## src/rtl/peak_result_packer_if.sv

```systemverilog
// Result-word stream from the peak packer to the host-transfer stage.
interface peak_result_packer_if;
    logic [63:0] out_data;
    logic        out_valid;
    logic        out_ready;
    logic        out_last;

    modport master (
        output out_data,
        output out_valid,
        output out_last,
        input  out_ready
    );

    modport slave (
        input  out_data,
        input  out_valid,
        input  out_last,
        output out_ready
    );
endinterface

```

## src/rtl/peak_result_packer.sv

```systemverilog
// Captures one peak result per range bin, tags it with its bin index,
// buffers it and streams 64-bit words with a frame-last marker.
module peak_result_packer #(
    parameter int DEPTH = 16,
    parameter int CNT_W = 8
) (
    input  logic                       clk,
    input  logic                       rst,
    input  logic                       frame_start,
    input  logic [4:0]                 rangebin_num,
    input  logic                       peak_valid_in,
    input  logic [31:0]                peak_value_in,
    input  logic [9:0]                 peak_addr_in,
    peak_result_packer_if.master       dst,
    output logic                       frame_done,
    output logic [CNT_W-1:0]           drop_cnt,
    output logic [$clog2(DEPTH):0]     fifo_level
);
    localparam int AW = $clog2(DEPTH);

    typedef struct packed {
        logic        last;
        logic [4:0]  bin;
        logic [9:0]  addr;
        logic [31:0] val;
    } entry_t;

    entry_t           mem [DEPTH];
    entry_t           wr_entry;
    entry_t           rd_entry;
    logic [AW:0]      wr_ptr;
    logic [AW:0]      rd_ptr;
    logic [AW:0]      rd_next;
    logic             valid_d;
    logic [4:0]       bin_idx;
    logic [4:0]       bin_base;
    logic [CNT_W-1:0] drop_base;
    logic             rd_fire;
    logic             full;
    logic             cap;
    logic             in_range;
    logic             wr_en;
    logic             drop;
    logic             nonempty_next;

    always_comb begin
        rd_fire   = dst.out_valid && dst.out_ready;
        rd_next   = rd_ptr + {{AW{1'b0}}, rd_fire};
        full      = (wr_ptr[AW] != rd_ptr[AW]) &&
                    (wr_ptr[AW-1:0] == rd_ptr[AW-1:0]);
        cap       = peak_valid_in && !valid_d;
        bin_base  = frame_start ? 5'd0 : bin_idx;
        drop_base = frame_start ? '0 : drop_cnt;
        in_range  = (rangebin_num != 5'd0) && (bin_base < rangebin_num);
        // A full FIFO still takes the write when a word leaves this cycle
        wr_en     = cap && in_range && (!full || rd_fire);
        drop      = cap && !wr_en;
        wr_entry.last = (bin_base == rangebin_num - 5'd1);
        wr_entry.bin  = bin_base;
        wr_entry.addr = peak_addr_in;
        wr_entry.val  = peak_value_in;
        // Empty test uses the pre-write pointer: one cycle of write latency
        nonempty_next = (wr_ptr != rd_next);
        rd_entry      = mem[rd_next[AW-1:0]];
    end

    assign fifo_level = wr_ptr - rd_ptr;

    always_ff @(posedge clk) begin
        if (wr_en) begin
            mem[wr_ptr[AW-1:0]] <= wr_entry;
        end
    end

    always_ff @(posedge clk) begin
        if (rst) begin
            valid_d       <= 1'b0;
            bin_idx       <= 5'd0;
            drop_cnt      <= '0;
            wr_ptr        <= '0;
            rd_ptr        <= '0;
            dst.out_valid <= 1'b0;
            dst.out_last  <= 1'b0;
            dst.out_data  <= '0;
            frame_done    <= 1'b0;
        end else begin
            valid_d    <= peak_valid_in;
            // Only full-FIFO rejects consume a bin; excess bins do not
            bin_idx    <= (cap && in_range) ? bin_base + 5'd1 : bin_base;
            if (drop && !(&drop_base)) begin
                drop_cnt <= drop_base + 1'b1;
            end else begin
                drop_cnt <= drop_base;
            end
            if (wr_en) begin
                wr_ptr <= wr_ptr + 1'b1;
            end
            rd_ptr        <= rd_next;
            dst.out_valid <= nonempty_next;
            if (nonempty_next) begin
                dst.out_last <= rd_entry.last;
                dst.out_data <= {rd_entry.bin, 17'd0,
                                 rd_entry.addr, rd_entry.val};
            end
            frame_done <= rd_fire && dst.out_last;
        end
    end
endmodule

```

## src/flat_wrapper.sv

```systemverilog
// flat-port wrapper written by rule: the top's interface ports become plain ports
module peak_result_packer_flat 
#(
    parameter int DEPTH = 16,
    parameter int CNT_W = 8
)
  (clk, rst, frame_start, rangebin_num, peak_valid_in, peak_value_in, peak_addr_in, frame_done, drop_cnt, fifo_level, dst_out_data, dst_out_valid, dst_out_last, dst_out_ready);
  peak_result_packer_if dst_i ();
  input  logic clk;
  input  logic rst;
  input  logic frame_start;
  input  logic [4:0] rangebin_num;
  input  logic peak_valid_in;
  input  logic [31:0] peak_value_in;
  input  logic [9:0] peak_addr_in;
  output logic frame_done;
  output logic [CNT_W-1:0] drop_cnt;
  output logic [$clog2(DEPTH):0] fifo_level;
  output wire logic [$bits(dst_i.out_data)-1:0] dst_out_data;
  output wire logic [$bits(dst_i.out_valid)-1:0] dst_out_valid;
  output wire logic [$bits(dst_i.out_last)-1:0] dst_out_last;
  input wire logic [$bits(dst_i.out_ready)-1:0] dst_out_ready;
  assign dst_out_data = dst_i.out_data;
  assign dst_out_valid = dst_i.out_valid;
  assign dst_out_last = dst_i.out_last;
  assign dst_i.out_ready = dst_out_ready;
  peak_result_packer #(.DEPTH(DEPTH), .CNT_W(CNT_W)) u_core (.clk(clk), .rst(rst), .frame_start(frame_start), .rangebin_num(rangebin_num), .peak_valid_in(peak_valid_in), .peak_value_in(peak_value_in), .peak_addr_in(peak_addr_in), .dst(dst_i), .frame_done(frame_done), .drop_cnt(drop_cnt), .fifo_level(fifo_level));
endmodule
```

## config.mk

```make
export PLATFORM = sky130hd
export DESIGN_NAME = peak_result_packer_flat
export DESIGN_NICKNAME = d
export VERILOG_FILES = /design/src/rtl/peak_result_packer_if.sv /design/src/rtl/peak_result_packer.sv /design/src/flat_wrapper.sv
export SDC_FILE = /design/constraint.sdc
export NUM_CORES = 1
export LEC_CHECK = 0
export CAP_MARGIN = 20
export CORE_ASPECT_RATIO = 2
export CORE_UTILIZATION = 46
export DETAILED_ROUTE_END_ITERATION = 10
export PLACE_DENSITY = 0.68
export SLEW_MARGIN = 15
export SYNTH_ARGS = -nofsm -noshare
export SYNTH_HDL_FRONTEND = slang
export SYNTH_SLANG_ARGS = --single-unit
```

## constraint.sdc

```tcl
create_clock -name clk -period 10.17 [get_ports clk]
set_input_delay 2.5425 -clock clk [delete_from_list [all_inputs] [get_ports clk]]
set_output_delay 2.5425 -clock clk [all_outputs]
set_load 0.01 [all_outputs]
```

# Word level (Yosys, flattened, before mapping)
# Memory sizes are Yosys's and may differ from the RTL's. A register that Yosys moved wholly into a read port is not among the register bits.
# Cells that the tools add are included.
[totals]
register_bits = 26
latch_bits = 0
mem_bits_rw = 768
romBits = 0
inputBits = 52
out_inout_bits = 80
wordCells = 41
mem_count = 1
[memory_table]
columns = ["memory", "depth", "width", "read_ports", "rd_clocked_by_memory_dff", "wr", "line", "text"]
rows = [
  ["u_core.mem", 16, 48, 1, 1, 1, "peak_result_packer.sv:28", "entry_t mem [DEPTH];"],
]
[classes]
add_sub_neg = 6
n_mul = 0
n_div = 0
magnitude_cmp = 1
n_eq_ne = 4
n_shift = 0
muxes = 6
n_bitwise = 0
reduce_logical = 16
[ops]
columns = ["cell", "count"]
rows = [
  ["$mux W8", 2],
  ["$add A5 B1 Y5 const B", 2],
  ["$mux W5", 2],
  ["$logic_and A1 B1 Y1", 9],
  ["$add A8 B1 Y8 const B", 1],
  ["$reduce_and A8 Y1", 1],
  ["$add A5 B1 Y5", 1],
  ["$eq A5 B5 Y1", 1],
  ["$lt A5 B5 Y1", 1],
  ["$ne A5 B5 Y1", 1],
  ["$reduce_bool A5 Y1", 1],
  ["$sub A5 B1 Y5 const B", 1],
  ["$sub A5 B5 Y5", 1],
  ["$eq A4 B4 Y1", 1],
  ["$logic_not A1 Y1", 4],
  ["$mux W1", 2],
  ["$logic_or A1 B1 Y1", 1],
  ["$ne A1 B1 Y1", 1],
]

# Logic depth before layout (Yosys ltp)
# Gate-level depths: netlist of run 1.
[depth]
word_depth = 9
ltp_mapped = 12
mapped_depth_nobuf = 9

# Worst setup path before layout of run 1
# Ideal clock, no wire load.
[synth_path]
kind = "input -> register"
start = "input port frame_start"
end = "memory u_core.mem[3][0] (netlist bit), enable pin"
setup_ns = 0.513
t_arrival_ns = 7.580
required_ns = 9.657
path_slack_ns = 2.077
stages = 7
path_buffers = 1
cell_sequence = "buf_2 nor2b_1 ha_1 a221oi_2 or3_1 nand3_1 nor3_1"
[synth_via]
elab_chain_len = 7
[synth_lines]
columns = ["element", "line", "text"]
rows = [
  ["from (decl)", "flat_wrapper.sv:11", "input logic frame_start;"],
  ["$mux W5", "peak_result_packer.sv:52", "bin_base = frame_start ? 5'd0 : bin_idx;"],
  ["named net u_core.bin_base[1]", "peak_result_packer.sv:36", "logic [4:0] bin_base;"],
  ["$lt A5 B5 Y1", "peak_result_packer.sv:54", "in_range = (rangebin_num != 5'd0) && (bin_base < rangebin_num);"],
  ["$logic_and A1 B1 Y1", "peak_result_packer.sv:54", ""],
  ["$logic_and A1 B1 Y1 (2 in series)", "peak_result_packer.sv:56", "wr_en = cap && in_range && (!full || rd_fire);"],
  ["$mux W1", "peak_result_packer.sv:70", "if (wr_en) begin"],
  ["$mux W1 (not written as such)", "peak_result_packer.sv:71", "mem[wr_ptr[AW-1:0]] <= wr_entry;"],
  ["to (decl)", "peak_result_packer.sv:28", ""],
]
# The timed path passes the listed nets, and every way through them passes these cells.

# Worst setup path after layout of run 1
[layout_path]
start = "input port frame_start"
end = "memory u_core.mem[14][31] (netlist bit), enable pin"
# The elaborated chain is that of the path after synthesis.

==> metrics.log, run 1 <==
[metrics] number of inserted filler cells in the final layout: around 5300
[metrics] placed instance area: approximately 35000 um^2
[metrics] Finish-stage setup viols: 0
[metrics] number of cells in the design after placement: ~2500
[metrics] DRC violation count after routing: 0
[metrics] leakage component of the power: roughly 11 nW
[metrics] clock power share: 0.355
[metrics] switching power: ~0.0017 W
[metrics] core box area: about 70000 um^2
[metrics] crit start category: primary input
[metrics] first-pass GRT wire length: roughly 99 mm
[metrics] floorplan die area: about 72000 um^2
[metrics] count of cells along the worst register-to-register path: 6
[metrics] Max Clk Rate: between 150 and 200 MHz
[metrics] nets: 1712
[metrics] H-Tree Level Count: 3
[metrics] peak per-stage delay on the critical path: about 0.98 ns
[metrics] switching part of the total power: 0.227
[metrics] number of global-route vias before repair: ~16000
[metrics] unrepaired setup endpoints after global routing: false
[metrics] cell area after synthesis: ~33000 um^2
[metrics] post-CTS setup repair buffer count: 0
[metrics] post_cts resized: 0
[metrics] Syn Area/Cell: approximately 21 um^2
[metrics] detailed-route wire length: between 60 and 70 mm
[metrics] sum of net half-perimeters after detailed placement: 34.7 mm
[metrics] kind of path behind the tightest hold check: reg -> reg
[metrics] drt wl/cell: approximately 25 um
[metrics] Gate Count Post-Synth: between 1500 and 2000
[metrics] Worst R2R Setup Slack: between 6 and 7 ns
[metrics] hold path start: u_core.dst.out_data[17]
[metrics] proportion of synthesized flip-flops having asynchronous set or reset: 0
[metrics] flop and latch count out of synthesis: 842
[metrics] Clock Pin Slew Worst Setup and Hold Paths: 0.07 ns
[metrics] # port buffers: about 110
[metrics] synthesis-to-layout area growth: 13.0%
[metrics] maximum number of pins on one net before global-route repair: roughly 130
[metrics] number of search-and-repair iterations in the first detailed-routing pass: 5
[metrics] overall power of the completed layout: about 0.0074 W
[metrics] Worst Hold Path EP: u_core.dst.out_data[17]
[metrics] Max Transition Viols Final: 0
[metrics] most common cell after layout, fill and taps aside: sky130_fd_sc_hd__edfxtp_1
[metrics] total count of hold-check failures in the final report: 0
[metrics] capturing point of the worst reg2reg path: u_core.mem[14][31]
[metrics] Layout Cell Area excl Fill: ~37000 um^2
[metrics] launch point of the worst reg-to-reg path: u_core.bin_idx[1]
[metrics] biggest fanout along the worst timing path: between 40 and 50
[metrics] top flip-flop cell by instance count after synthesis: sky130_fd_sc_hd__edfxtp_1
[metrics] Fin Setup TNS: 0 ns
[metrics] GRT Residual Overflow: 0
[metrics] clock sink total: between 800 and 900
[metrics] max_slew headroom: 0.321
[metrics] run status: complete, no violations
[metrics] hold buffer count at cts: 0
[metrics] number of antenna violations at the first check in global routing: 3
[metrics] worst-skew pair later-pin latency: roughly 0.62 ns
[metrics] weighted congestion reported at the end of routability-driven placement: ~0.75
[metrics] Antenna Violating Nets Remaining: 0
[metrics] maximum capacitance violations: 0
[metrics] total via count after detailed routing: roughly 15000
[metrics] standard cell with the maximum stage delay on the critical path: sky130_fd_sc_hd__and3_4
[metrics] cell internal pwr: between 0.005 and 0.006 W
[metrics] TritonCTS clock tree: done
[metrics] initial cell density of the core: 0.466
[metrics] CTS root buf: sky130_fd_sc_hd__clkbuf_16
[metrics] critical path data arrival time: about 6.5 ns
[metrics] Die W: about 190 um
[metrics] skew final: roughly 0.020 ns
[metrics] Pwr per Cell Area: between 200 and 250 nW/um^2
[metrics] overall fraction of global-route tracks in use: 0.190
[metrics] CP Class: in -> reg
[metrics] worst hold slack: about 0.45 ns
[metrics] commonest non-fill, non-tap cells in the layout: sky130_fd_sc_hd__edfxtp_1, sky130_fd_sc_hd__mux4_2, sky130_fd_sc_hd__clkdlybuf4s50_1
[metrics] maximum resistive drop on vdd: ~0.00011 V
[metrics] number of buffers created by CTS: about 70
[metrics] register cell area after layout: approximately 25000 um^2
[metrics] number of synthesis warnings: 0
[metrics] Starting DRT DRC Count: 1126
[metrics] ordered cell list for the critical path: clkdlybuf4s50_1, nor2b_2, ha_1, a221oi_2, nor3_1, nor2_2, and3_4
[metrics] Worst Tran Pin Value: slightly above 1 ns
[metrics] final critical delay including setup and external delays: between 6 and 7 ns
[metrics] logic gate share of total power: 0.119
[metrics] Final Non-Filler Cells: between 2000 and 3000
[metrics] io pins: 132
[metrics] Hold Crit Depth: 2
[metrics] fraction of layout cells with a size suffix above 1: 0.229
[metrics] worst-case clock buffer depth: 3
[metrics] Vias/cell: between 5 and 6
[metrics] height of the chip: between 300 and 400 um
[metrics] category of the worst setup path capture point: register
[metrics] area of combinational cells with multiple inputs: 7500 um^2
[metrics] standard-cell row count: 137
[metrics] number of synthesized flops with an enable pin: approximately 770
[metrics] required time at the endpoint of the critical path: between 10 and 15 ns
[metrics] distinct cell type count of the synthesized netlist: 53
[metrics] register share of total power: 0.526
[metrics] Seq/Total Area, Yosys: 0.755
[metrics] post-route clock period utilization: 0.614
==> cells in the mapped netlist (all sizes together) (3+ instances only) <==
master    n  share of area
nor3      6        0.00092
xor2      6         0.0016
dfxtp    74          0.046
or2       3        0.00058
nor2     22         0.0026
nand4     3        0.00058
mux4    240           0.17
and3     16         0.0031
a211oi    3        0.00069
nor2b    16         0.0031
xnor2    15         0.0043
nor4      3        0.00058
or3       6         0.0012
o21ai     8         0.0013
nand3     6        0.00092
clkbuf   36         0.0043
ha       17         0.0065
inv      19         0.0022
edfxtp  768           0.71
nand2   104          0.012
a21oi    62         0.0095
buf      59          0.014
==> power groups by stage <==
stage / logic (W) / registers [W] / clock network (W)
after global placement: 0.000892 / 0.00395 / 0
after detailed placement: 0.000902 / 0.00396 / 0
after floorplan: 0.000594 / 0.00397 / 0
after global routing: 0.000957 / 0.00389 / 0.00278
final: 0.000877 / 0.00388 / 0.00262
after CTS: 0.000907 / 0.00388 / 0.00268
==> metrics by stage <==
step | setup WS (ns) | utilization
floorplan | 2.08 | -
global placement | 3.15 | 0.495
detailed placement | 2.89 | 0.495
CTS | 3.57 | 0.526
global route | 3.73 | 0.526
finish | 3.93 | 0.526
==> kinds of logic after synthesis <==
logic type / Yosys count / share of synthesized area
DFF: 842 / 0.755
other: 1 / 0.000115
and+or+nand+nor: 197 / 0.0288
xor gates and xnor gates: 21 / 0.00589
muxes: 242 / 0.167
buffers and inverters: 114 / 0.0207
AOI/OAI and AO/OA: 86 / 0.0155
adders and majority gates: 18 / 0.00716
==> state kept, by name, summed over array words and instances (netlist names) <==
signal,count
u_core.mem,768
u_core.dst.out_last,1
u_core.valid_d,1
u_core.bin_idx,5
u_core.frame_done,1
u_core.drop_cnt,8
u_core.dst.out_valid,1
u_core.wr_ptr,5
u_core.dst.out_data,47
u_core.rd_ptr,5
==> worst max-delay path by stage <==
stage | startpoint | end | cells after the start
2_1_floorplan | frame_start | u_core.mem[3][0] | 7
3_3_place_gp | frame_start | u_core.mem[13][31] | 7
3_5_place_dp | frame_start | u_core.mem[14][24] | 7
4_1_cts | frame_start | u_core.mem[12][24] | 7
5_1_grt | frame_start | u_core.mem[13][31] | 7
6_report | frame_start | u_core.mem[14][31] | 7
==> layer usage <==
layer	vias up	track usage	share of wire
met5	-	0	0.00046
met4	4	0.0601	0.020
met3	85	0.0334	0.046
met2	418	0.347	0.56
met1	7923	0.224	0.38
li1	6440	-	-
==> layout make-up <==
class,instances,share of cell area
Multi-Input combinational cell,581,0.204
Sequential cell,842,0.668
Clock buffer,93,0.0536
Clock inverter,36,0.00675
Tap cell,903,0.0308
Timing Repair Buffer,127,0.0343
Inverter,19,0.00194
Antenna cell,1,0.0000681
==> worst max-delay path: cells and delay by family <==
kind	cells	cell delay (ns)
fa+ha+maj	1	0.38
buf+inv	1	0.66
compound gates	1	0.36
simple gates	4	2.49
Power figures use the tool's default switching activity.
==> run 2: changes to the inputs <==
==> constraint.sdc (replaced) <==
create_clock -name clk -period 6.3 [get_ports clk]
set_input_delay 1.575 -clock clk [delete_from_list [all_inputs] [get_ports clk]]
set_output_delay 1.575 -clock clk [all_outputs]
set_load 0.01 [all_outputs]
==> metrics.log, run 2 (same netlist as run 1, synthesis figures left out) <==
[metrics] number of buffers created by CTS: 70 (-1.4%)
[metrics] register cell area after layout: 24500 um^2 (unchanged)
[metrics] logic gate share of total power: 0.120 (about the same)
[metrics] Max Transition Viols Final: 0 (unchanged)
[metrics] number of flip-flops under the largest register name: 768 (unchanged)
[metrics] CP Class: in -> reg
[metrics] biggest fanout along the worst timing path: 27 (-44%)
[metrics] post_cts resized: 0 (unchanged)
[metrics] category of the worst setup path capture point: register
[metrics] ordered cell list for the critical path: clkdlybuf4s50_1, buf_4, nor2b_2, ha_1, a211o_4, nor2_2, and3_4, buf_12
[metrics] Starting DRT DRC Count: 1077 (-4.4%)
[metrics] met3 routed wirelength: 3.63 mm (+19%)
[metrics] Finish-stage setup viols: 0 (unchanged)
[metrics] kind of path behind the tightest hold check: reg -> reg
[metrics] most common cell after layout, fill and taps aside: sky130_fd_sc_hd__edfxtp_1
[metrics] Vias/cell: 5.70 (-0.27%)
[metrics] Pwr per Cell Area: 325 nW/um^2 (+62%)
[metrics] switching part of the total power: 0.226 (-0.00114)
[metrics] standard-cell row count: 137 (unchanged)
[metrics] sum of met2 wire segment lengths after detailed routing: 37.5 mm (+2.4%)
[metrics] clock power share: 0.361 (+0.006)
[metrics] GRT Residual Overflow: 0 (unchanged)
[metrics] weighted congestion reported at the end of routability-driven placement: 0.737 (-1.7%)
[metrics] initial cell density of the core: 0.466 (unchanged)
[metrics] clock sink total: 842 (unchanged)
[metrics] H-Tree Level Count: 3 (unchanged)
[metrics] Die W: 190 um (unchanged)
[metrics] DRC violation count after routing: 0 (unchanged)
[metrics] sum of net half-perimeters after detailed placement: 37.7 mm (+8.5%)
[metrics] unrepaired setup endpoints after global routing: false
[metrics] met1 WL: 25.3 mm (+2.9%)
[metrics] number of global-route vias before repair: 16030 (+0.72%)
[metrics] number of inserted filler cells in the final layout: 5235 (-1.2%)
[metrics] detailed-route wire length: 67.9 mm (+3.5%)
[metrics] commonest non-fill, non-tap cells in the layout: sky130_fd_sc_hd__edfxtp_1, sky130_fd_sc_hd__mux4_2, sky130_fd_sc_hd__clkdlybuf4s50_1
[metrics] Clock Pin Slew Worst Setup and Hold Paths: 0.06 ns (about the same)
[metrics] io pins: 132 (unchanged)
[metrics] first-pass GRT wire length: 101 mm (+1.9%)
[metrics] post-CTS setup repair buffer count: 0 (unchanged)
[metrics] floorplan die area: 71800 um^2 (unchanged)
[metrics] synthesis-to-layout area growth: 14.3%
[metrics] maximum resistive drop on vdd: 0.000192 V (+70%)
[metrics] drt wl/cell: 25.9 um (+2.8%)
[metrics] peak per-stage delay on the critical path: 0.70 ns (-0.28 ns)
[metrics] switching power: 0.00272 W (+63%)
[metrics] Layout Cell Area excl Fill: 37100 um^2 (+1.1%)
[metrics] overall fraction of global-route tracks in use: 0.195 (+0.00513)
[metrics] register share of total power: 0.519 (-0.007)
[metrics] run status: complete, no violations
[metrics] crit start category: primary input
[metrics] maximum number of pins on one net before global-route repair: 89 (-31%)
[metrics] skew final: 0.0159 ns (-0.00430 ns)
[metrics] TritonCTS clock tree: done
[metrics] maximum capacitance violations: 0 (unchanged)
[metrics] total count of hold-check failures in the final report: 0 (unchanged)
[metrics] standard cell with the maximum stage delay on the critical path: sky130_fd_sc_hd__nor2_2
[metrics] leakage component of the power: 11.4 nW (+1.3%)
[metrics] number of search-and-repair iterations in the first detailed-routing pass: 5 (unchanged)
[metrics] top layer used by detailed routing: met5
[metrics] total buffers and inverters traversed by the critical path: 3 (+2)
[metrics] total via count after detailed routing: 14927 (+0.38%)
[metrics] final critical delay including setup and external delays: 5.00 ns
[metrics] nets: 1728 (+0.93%)
[metrics] critical path data arrival time: 5.30 ns (-1.17 ns)
[metrics] worst-skew pair later-pin latency: 0.62 ns (about the same)
[metrics] max_slew headroom: 0.313 (-0.00766)
[metrics] number of antenna violations at the first check in global routing: 4 (+1)
[metrics] post-route clock period utilization: 0.793
[metrics] core box area: 69800 um^2 (unchanged)
[metrics] hold buffer count at cts: 0 (unchanged)
[metrics] CTS root buf: sky130_fd_sc_hd__clkbuf_16
[metrics] Fin Setup TNS: 0 ns (unchanged)
[metrics] Antenna Violating Nets Remaining: 0 (unchanged)
[metrics] height of the chip: 378 um (unchanged)
[metrics] cell internal pwr: 0.00934 W (+64%)
[metrics] Worst Tran Pin Value: 1.03 ns (+0.0115 ns)
[metrics] required time at the endpoint of the critical path: 6.60 ns (-3.80 ns)
[metrics] # port buffers: 114 (unchanged)
[metrics] worst-case clock buffer depth: 3 (unchanged)
[metrics] Worst path top cell family by delay: simple AND/OR/NAND/NOR gates
[metrics] fraction of layout cells with a size suffix above 1: 0.236 (+0.00648)
[metrics] area of combinational cells with multiple inputs: 7510 um^2 (about the same)
[metrics] placed instance area: 34900 um^2 (+1.0%)
[metrics] Max Clk Rate: roughly 200 MHz
## run 2: changes by cell type in the layout (fill, tap and decap cells not counted), sizes merged
cell / delta
clkinvlp: +2
buf: +17
bufinv: +3
clkbuf: +4
clkinv: -10
inv: +1
## run 2: power groups by stage
stage	registers, W	clock network, W	logic (W)
3_3_place_gp	0.00638	0	0.00147
3_5_place_dp	0.00638	0	0.00148
5_1_grt	0.00627	0.00465	0.00157
6_report	0.00626	0.00436	0.00144
4_1_cts	0.00626	0.00445	0.00149
2_1_floorplan	0.00641	0	0.000958
## run 2: layer usage
metal / track usage / up-vias
met3: 0.0324 / 86
met4: 0.0580 / 6
met2: 0.356 / 490
met5: 0 / -
li1: - / 6466
met1: 0.234 / 7879
## run 2: final timing paths
kind	startpoint	to	slack, ns	cells past startpoint
worst max register to register	u_core.bin_idx[4]	u_core.mem[14][28]	2.52	6
worst min-delay path	u_core.dst.out_data[38]	u_core.dst.out_data[38]	0.45	2
worst max-delay path	frame_start	u_core.mem[14][28]	1.30	8
worst min register to register	u_core.dst.out_data[38]	u_core.dst.out_data[38]	0.45	2
## run 2: stage by stage
stage / std cells / hold slack, ns / utilization / worst slack, ns / power [W]
3_3_place_gp: 2489 / 0.444 / 0.500 / 0.447 / 0.00785
6_report: 2619 / 0.450 / 0.532 / 1.30 / 0.0121
5_1_grt: 2618 / 0.473 / 0.532 / 1.16 / 0.0125
3_5_place_dp: 2489 / 0.445 / 0.500 / 0.302 / 0.00787
2_1_floorplan: 1537 / 0.476 / - / 0.346 / 0.00737
4_1_cts: 2618 / 0.457 / 0.532 / 0.950 / 0.0122
## run 2: area by class of cell
type	instances	area share
clock inverter	32	0.00866
multi-input combinational	581	0.202
sequential	842	0.661
clock buffer	97	0.0530
antenna	1	0.0000674
inverter	19	0.00192
timing repair buffer	144	0.0431
tap	903	0.0304
## run 2: worst register-to-register path, cell delays in order (launching register included)
cell and delay (ns):
sky130_fd_sc_hd__dfxtp_1 0.31, sky130_fd_sc_hd__nor2b_2 0.64, sky130_fd_sc_hd__ha_1 0.45, sky130_fd_sc_hd__a211o_4 0.37
sky130_fd_sc_hd__nor2_2 0.70, sky130_fd_sc_hd__and3_4 0.64, sky130_fd_sc_hd__buf_12 0.32
